===== config.mk =====
export PLATFORM = sky130hd
export DESIGN_NAME = shift_exec_16b
export DESIGN_NICKNAME = d
export VERILOG_FILES = /design/src/rtl/shift_exec_16b.sv
export SDC_FILE = /design/constraint.sdc
export NUM_CORES = 1
export LEC_CHECK = 0
export CAP_MARGIN = 20
export CORE_UTILIZATION = 47
export DETAILED_ROUTE_END_ITERATION = 10
export HOLD_SLACK_MARGIN = 0.1
export PLACE_DENSITY = 0.86
export SLEW_MARGIN = 20
export SYNTH_ARGS = -nofsm -noshare
export SYNTH_HDL_FRONTEND = slang
export SYNTH_SLANG_ARGS = --single-unit

===== constraint.sdc =====
create_clock -name clk -period 2 [get_ports clk]
set_input_delay 0.2 -clock clk [delete_from_list [all_inputs] [get_ports clk]]
set_output_delay 0.2 -clock clk [all_outputs]
set_load 0.02 [all_outputs]

===== src/rtl/shift_exec_16b.sv =====
// rtl/shift_exec_16b.sv - 16-bit multi-cycle shift/rotate execution unit with valid/ready handshakes
//
// Ports:
//   clk        single clock, rising-edge state updates
//   rst        synchronous active-high reset
//   in_valid   operation request
//   in_ready   block can accept an operation (IDLE only)
//   in_data    16-bit operand
//   in_amt     shift/rotate amount 0..15
//   in_op      00 SLL, 01 SRL, 10 ROL, 11 ROR
//   out_valid  result available (DONE only)
//   out_ready  downstream accepts the result
//   out_data   result, 0x0000 outside DONE
//   busy       high in any state other than IDLE
//
// Build option: define SHIFT_FAST_EN to shift by two positions per cycle
// while at least two positions remain; results are identical either way.

module reverse_16b (
    input  logic        rev_bit,
    input  logic [15:0] din,
    output logic [15:0] dout
);
    for (genvar i = 0; i < 16; i++) begin : g_bit
        assign dout[i] = rev_bit ? din[15-i] : din[i];
    end
endmodule

module shift_exec_16b (
    input  logic        clk,
    input  logic        rst,
    input  logic        in_valid,
    output logic        in_ready,
    input  logic [15:0] in_data,
    input  logic [3:0]  in_amt,
    input  logic [1:0]  in_op,
    output logic        out_valid,
    input  logic        out_ready,
    output logic [15:0] out_data,
    output logic        busy
);
    typedef enum logic [1:0] {
        IDLE  = 2'd0,
        SHIFT = 2'd1,
        DONE  = 2'd2
    } state_t;

    state_t      state;
    state_t      state_nxt;
    logic [15:0] work;
    logic [3:0]  cnt;
    logic [1:0]  op;

    logic [15:0] work_in;
    logic [15:0] work_out;
    logic [15:0] work_step;
    logic [3:0]  cnt_step;
    logic        accept;

    // Right shifts/rotates run as left operations on a bit-reversed word:
    // reverse on the way in (by the request's op) and back on the way out
    // (by the stored op), so the shifter itself only ever moves left.
    reverse_16b u_rev_in (
        .rev_bit (in_op[0]),
        .din     (in_data),
        .dout    (work_in)
    );

    reverse_16b u_rev_out (
        .rev_bit (op[0]),
        .din     (work),
        .dout    (work_out)
    );

    assign accept = in_valid && in_ready;

    // One shift step. op[1] selects rotate: the bits leaving the MSB end
    // re-enter at the LSB end instead of zeros.
`ifdef SHIFT_FAST_EN
    always_comb begin
        work_step = '0;
        cnt_step  = '0;
        if (cnt > 4'd1) begin
            work_step = {work[13:0], op[1] ? work[15:14] : 2'b00};
            cnt_step  = cnt - 4'd2;
        end else begin
            work_step = {work[14:0], op[1] ? work[15] : 1'b0};
            cnt_step  = cnt - 4'd1;
        end
    end
`else
    always_comb begin
        work_step = {work[14:0], op[1] ? work[15] : 1'b0};
        cnt_step  = cnt - 4'd1;
    end
`endif

    // State register
    always_ff @(posedge clk) begin
        if (rst) begin
            state <= IDLE;
        end else begin
            state <= state_nxt;
        end
    end

    // Next-state logic
    always_comb begin
        state_nxt = state;
        case (state)
            IDLE: begin
                if (accept) begin
                    state_nxt = (in_amt != 4'd0) ? SHIFT : DONE;
                end
            end
            SHIFT: begin
                if (cnt_step == 4'd0) begin
                    state_nxt = DONE;
                end
            end
            DONE: begin
                if (out_ready) begin
                    state_nxt = IDLE;
                end
            end
            default: state_nxt = IDLE;
        endcase
    end

    // Outputs
    always_comb begin
        in_ready  = (state == IDLE);
        out_valid = (state == DONE);
        busy      = (state != IDLE);
        out_data  = (state == DONE) ? work_out : 16'h0000;
    end

    // Datapath: working register, remaining count, captured op
    always_ff @(posedge clk) begin
        if (rst) begin
            work <= '0;
            cnt  <= '0;
            op   <= '0;
        end else begin
            case (state)
                IDLE: begin
                    if (accept) begin
                        work <= work_in;
                        cnt  <= in_amt;
                        op   <= in_op;
                    end
                end
                SHIFT: begin
                    work <= work_step;
                    cnt  <= cnt_step;
                end
                default: ;
            endcase
        end
    end
endmodule


==> flow_metrics.env <==
export IMPL_gp_congestion=0.835
export IMPL_final_nets=247
export IMPL_yosysMostFrequentCell="nor2_1"
export IMPL_hp_start="in_op[1]"
export IMPL_cts_tree="yes"
export IMPL_min_path_type="input port to register"
export IMPL_crit_start="op[0]"
export IMPL_synth_cell_type_count=31
export IMPL_cp_num_buf_inv=2
export IMPL_syn_area_per_cell_um2=9.33
export IMPL_holdPathStages=3
export IMPL_yosys_area_top_type_share=0.308
export IMPL_grt_max_degree=18
export IMPL_via_per_inst=5.69
export IMPL_min_period_over_period=0.957
export IMPL_cts_buffer_depth=2
export IMPL_antenna_left=0
export IMPL_fin_ws_ps=86.3
export IMPL_hold_violations=0
export IMPL_placed_cell_area_um2=2010
export IMPL_avgRoutedWirePerCell_um=14.5
export IMPL_layout_min_cycle_time_ps=1910
export IMPL_worst_path_max_fanout=8
export IMPL_worst_skew_pair_late_latency_ps=310
export IMPL_grt_pass1_wl_um=5980
export IMPL_pin_count=45
export IMPL_drc=0
export IMPL_critPathTopFamily="buffers and inverters"
export IMPL_cts_root_buf="clkbuf_4"
export IMPL_yosys_area_share_adder=0.0161
export IMPL_synthesis_nets=195
export IMPL_irDropWorstVdd_uv=396
export IMPL_cap_viol_max_count=0
export IMPL_holdBufCountCts=0
export IMPL_dp_slack_ps=-111
export IMPL_die_h_um=59.6
export IMPL_fin_util=0.687
export IMPL_rows=20
export IMPL_crit_chain="buf_4 -> mux2i_1 -> nor2_1 -> clkdlybuf4s50_1"
export IMPL_first_pass_iters=6
export IMPL_crit_slowest_cell="clkdlybuf4s50_1"
export IMPL_syn_inst=167
export IMPL_cts_max_level=1
export IMPL_synth_simple_gate_area_frac=0.145
export IMPL_synth_compound_area_frac=0.178
export IMPL_ys_top_cells_by_area="dfxtp_1 31%, mux2i_1 13%, a222oi_1 9.6%"
export IMPL_end_kind="output pin"
export IMPL_synth_mux_area_frac=0.251
export IMPL_netlist_area_um2=1560
export IMPL_drive_gt1_frac=0.179
export IMPL_antenna_found_initial=0
export IMPL_power_density_nw_per_um2=689
export IMPL_slew_headroom=0.695
export IMPL_n_antenna_cell=0
export IMPL_area_delta_synth_final_pct=36.8
export IMPL_crit_arrival_ps=1710
export IMPL_die_w_um=59.6
export IMPL_synth_seq_cells=24
export IMPL_fin_skew_ps=6.49
export IMPL_initial_core_util=0.502
export IMPL_synthXorXnorAreaFrac=0.00562
export IMPL_cts_num_sinks=24
export IMPL_reg2reg_to="state[0]"
export IMPL_crit_type="register to output pin"
export IMPL_core_area_um2=3100
export IMPL_r2r_cells=5
export IMPL_cts_buffers=3
export IMPL_dieArea_um2=3550
export IMPL_setup_viol=0
export IMPL_final_cell_area_um2=2130
export IMPL_cp_depth=4
export IMPL_cp_start_kind="register"
export IMPL_worstHoldEndpoint="op[1]"
export IMPL_yosysWarnings=0
export IMPL_power_leakage_nw=0.813
export IMPL_synth_edf_count=0
export IMPL_grt_usage=0.221
export IMPL_slowest_delay_ps=610
export IMPL_p_total_mw=1.47
export IMPL_synth_top_family_by_area="multiplexers"
export IMPL_routed_wl_um=3790
export IMPL_setup_tns_ps=0
export IMPL_synth_largest_area_cell="dfxtp_1"
export IMPL_clkTransAtPathRegs_ps=130
export IMPL_io_buffers=44
export IMPL_synthArstFlopShare=0
export IMPL_synth_commonest_cells="39 x nor2_1, 24 x dfxtp_1, 21 x mux2i_1, 15 x a222oi_1, 12 x mux2_2"
export IMPL_maxClockFrequency_mhz=523
export IMPL_grt_pass1_vias=1377
export IMPL_fillers=248
export IMPL_crit_required_ps=1800
export IMPL_dp_final_hpwl_um=2720
export IMPL_rrSetupSlack_ps=370
export IMPL_outcome="completed"
export IMPL_num_vias=1490
export IMPL_overflow=0
export IMPL_timing_rr_start="cnt[0]"
export IMPL_worst_slew_pin_slew_ps=456
export IMPL_seq_area_frac_synth=0.308
export IMPL_drtIter0Drc=115
export IMPL_report_final_slew_viol_count=0
export IMPL_ys_flop_type="dfxtp_1"
## layer usage
layer	part of all wire	global-route usage
met5	0	0
met4	0.025	0.106
met3	0.059	0.0328
met2	0.50	0.390
met1	0.42	0.260
## registers in the layout, summed over array words and instances, names as in the netlist
| name | cells |
|---|---|
| work | 16 |
| state | 2 |
| op | 2 |
| cnt | 4 |
## cells by family (layout without fill, tap and decap cells)
kind of cell               Yosys count  in the layout
buffers and inverters               22             73
AOI/OAI and AO/OA                   32             32
adders and majority gates            2              2
xor gates and xnor gates             1              1
DFF                                 24             24
muxes                               37             37
and+or+nand+nor                     49             49
## cell usage in the layout (no fill, tap or decap), types with 2 or more instances in the layout
cell	instances
mux2_2	12
dfxtp_1	23
a211oi_1	5
a21oi_1	3
mux2_1	4
nor2_1	39
nand2_1	2
clkbuf_4	3
buf_4	16
inv_1	8
a222oi_1	15
clkdlybuf4s50_1	43
nor3_1	2
mux2i_1	21
ha_1	2
o21ai_0	2
## report_power, final
group	switching [mW]	internal, mW	total (mW)
clock network	0.144	0.203	0.346
logic	0.254	0.272	0.526
registers	0.0601	0.536	0.596
total	0.458	1.01	1.47
## worst reg2reg max path: cells and delay by family (launching register included)
kind                       cells  cell delay [ps]
buffers and inverters          1               80
AOI/OAI and AO/OA              2              640
DFF                            1              420
xor gates and xnor gates       1              150
adders and majority gates      1              200
## cell type report
type	instances	area, um2	share of cell area
sequential	24	484	0.227
timing repair buffer	61	583	0.274
multi-input combinational	121	926	0.435
inverter	8	30.0	0.0141
clock inverter	1	30.0	0.0141
tap	44	55.1	0.0258
clock buffer	3	22.5	0.0106
## how the worst max path moves through the flow
stage                   endpoint  slack (ps)
global route         out_data[3]         -50
detailed placement  out_data[12]        -110
floorplan               state[0]         600
finish               out_data[3]          90
CTS                 out_data[12]          30
global placement     out_data[8]          10
## timing repair
action / CTS / global route
setup endpoints to repair: 16 / 6
buffers inserted: 0 / 6
pin swaps: 0 / 0
hold endpoints to repair: 0 / 0
resized for setup: 2 / 1
## through the flow
step | hold slack (ps) | instances
floorplan | 273 | 167
global placement | 483 | 252
detailed placement | 493 | 252
CTS | 491 | 256
global route | 524 | 262
finish | 496 | 262
Power figures use the tool's default switching activity.
==> edit: new RTL, config.mk and constraints unchanged <==
The 3 states of `state_t` get a one-hot encoding in 3 bits.
--- a/src/rtl/shift_exec_16b.sv
+++ b/src/rtl/shift_exec_16b.sv
@@ -40,8 +40,8 @@
     output logic        busy
 );
-    typedef enum logic [1:0] {
-        IDLE  = 2'd0,
-        SHIFT = 2'd1,
-        DONE  = 2'd2
+    typedef enum logic [2:0] {
+        IDLE  = 3'b001,
+        SHIFT = 3'b010,
+        DONE  = 3'b100
     } state_t;
 
Behaviour: no difference found for any inputs over 10 cycles, from zero or initial values and one cycle with rst high; not proved beyond that.
==> edit against the original RTL <==
  * Design area increased by 0.82%
  * Critical path depth unchanged
  * Count of clock-buffer cells in the layout unchanged
  * Routed wire length increased by 2.2%
  * Area after synthesis increased by 7.5%
  * Sequential cell count increased by 1
  * Cell count increased by 9.2%
  * Worst setup slack improved by 0.015 ns
  * Clock skew decreased by 0.0026 ns
  * Total power increased by 6.6%
  * Global-route usage decreased by 0.17 points
  * Largest cell class unchanged
  * Largest power group unchanged
  * Highest routed layer unchanged
==> edit: results (changes against the original RTL) <==
firstDrtPassIters: 4  # -2
grt_usage_pct: 21.94  # -0.17 points
multi_input_comb_area_sq_mm: 0.001028  # +11%
crit_path_start: "state[0]"
detail_route.iter0.violations: 61  # -47%
maximum_number_of_pins_on_one_net_before_global_route_repair: 44  # +26
dp_worst_setup_slack_ns: 0.04196  # +0.1530 ns
dr_wl_cell_um: 13.53  # -6.4%
synth_compound_area_share_pct: 17.56  # -0.19 points
first_global_vias: 1341  # -2.6%
power.ir.vdd_worst_v: 0.0003502  # -11%
drive_gt1_share_pct: 10.42  # -7.5 points
clock-skew-final_ns: 0.003930  # -0.002556 ns
cts_max_path_buffers: 2  # unchanged
clkLatencyLatePin_ns: 0.33  # +0.02 ns
port-buffer-count: 44  # unchanged
synth_fp_nets: 229  # +17%
fraction_of_the_mapped_netlist_area_in_adder_cells_pct: 1.495  # -0.11 points
postSynthCellCount: 201  # +20%
grt_first_pass_wirelength_um: 6147  # +2.9%
status: "complete, no violations"
post_cts_resized: 18  # +16
synthXorXnorAreaFrac_pct: 1.046  # +0.48 points
yosys-mux-area-fraction_pct: 21.52  # -3.5 points
viasPerCell: 5.605  # -1.4%
holdCritStartpoint: "in_amt[0]"
synth_area_leaders: "dfxtp_1, mux2i_1, nor2_1"
num-fill-cells: 319  # +29%
finish.net_count: 269  # +8.9%
ys_top_cells_by_count: "mux2i_1, nor2_1, dfxtp_1"
reg_top3: "work x16, cnt x4, state x3"
dpl_cell_area_sq_mm: 0.002135  # +6.0%
reg_to_reg_start: "state[2]"
synth_cell_types: 34  # +9.7%
dp_hpwl_um: 2891  # +6.1%
finalWeightedCongestion: 0.7520  # -9.9%
power.static_leakage_nw: 0.8891  # +9.3%
synth_seq_area_share_pct: 29.90  # -0.95 points
via_count: 1603  # +7.6%
-- edit: cell count changes after synthesis, moves of 8 or more --
cell	change
a222oi_1	-13
a31o_2	+8
mux2_2	-12
mux2i_1	+15
o21ai_0	+17
-- edit: cells by family after synthesis --
logic type,count (synthesis)
flip-flops,25
adder cells (fa/ha/maj),2
AND/OR/NAND/NOR,67
buffers and inverters,25
XOR/XNOR,2
multiplexers,36
AO/OA/AOI/OAI,44
-- edit: worst paths after layout --
path         depth (start not counted)  slack [ns]       to
max                                  4        0.10     busy
min                                  3        0.45   cnt[0]
max reg2reg                          5        0.27  work[9]
min reg2reg                          2        0.51  work[0]
-- edit: critical path, stage by stage (launching register included) --
cell and delay (ns):
dfxtp_1 0.36, buf_4 0.15, nor3b_1 0.23, inv_1 0.09, clkdlybuf4s50_1 0.54
-- edit: routing by layer --
metal | wire length, um | GRT usage [%]
met2 | 1832 | 34.41
met4 | 56 | 8.889
met5 | 0 | 0
met1 | 1800 | 31.44
met3 | 180 | 1.261
-- edit: final cells by class --
class                   instances  area share, %
multi-input cells             151          47.87
repair buffers                 54          23.70
flip-flops and latches         25          23.30
well taps                      46          2.679
clock buffers                   3          1.048
inverters                       6          1.048
clock inverters                 1         0.3494
-- edit: report_power, final --
| part | switching, mW | total (mW) | internal, mW |
|---|---|---|---|
| Sequential | 0.0962 | 0.686 | 0.590 |
| Clock | 0.162 | 0.239 | 0.0766 |
| Combinational | 0.321 | 0.640 | 0.320 |
| Total | 0.579 | 1.57 | 0.986 |
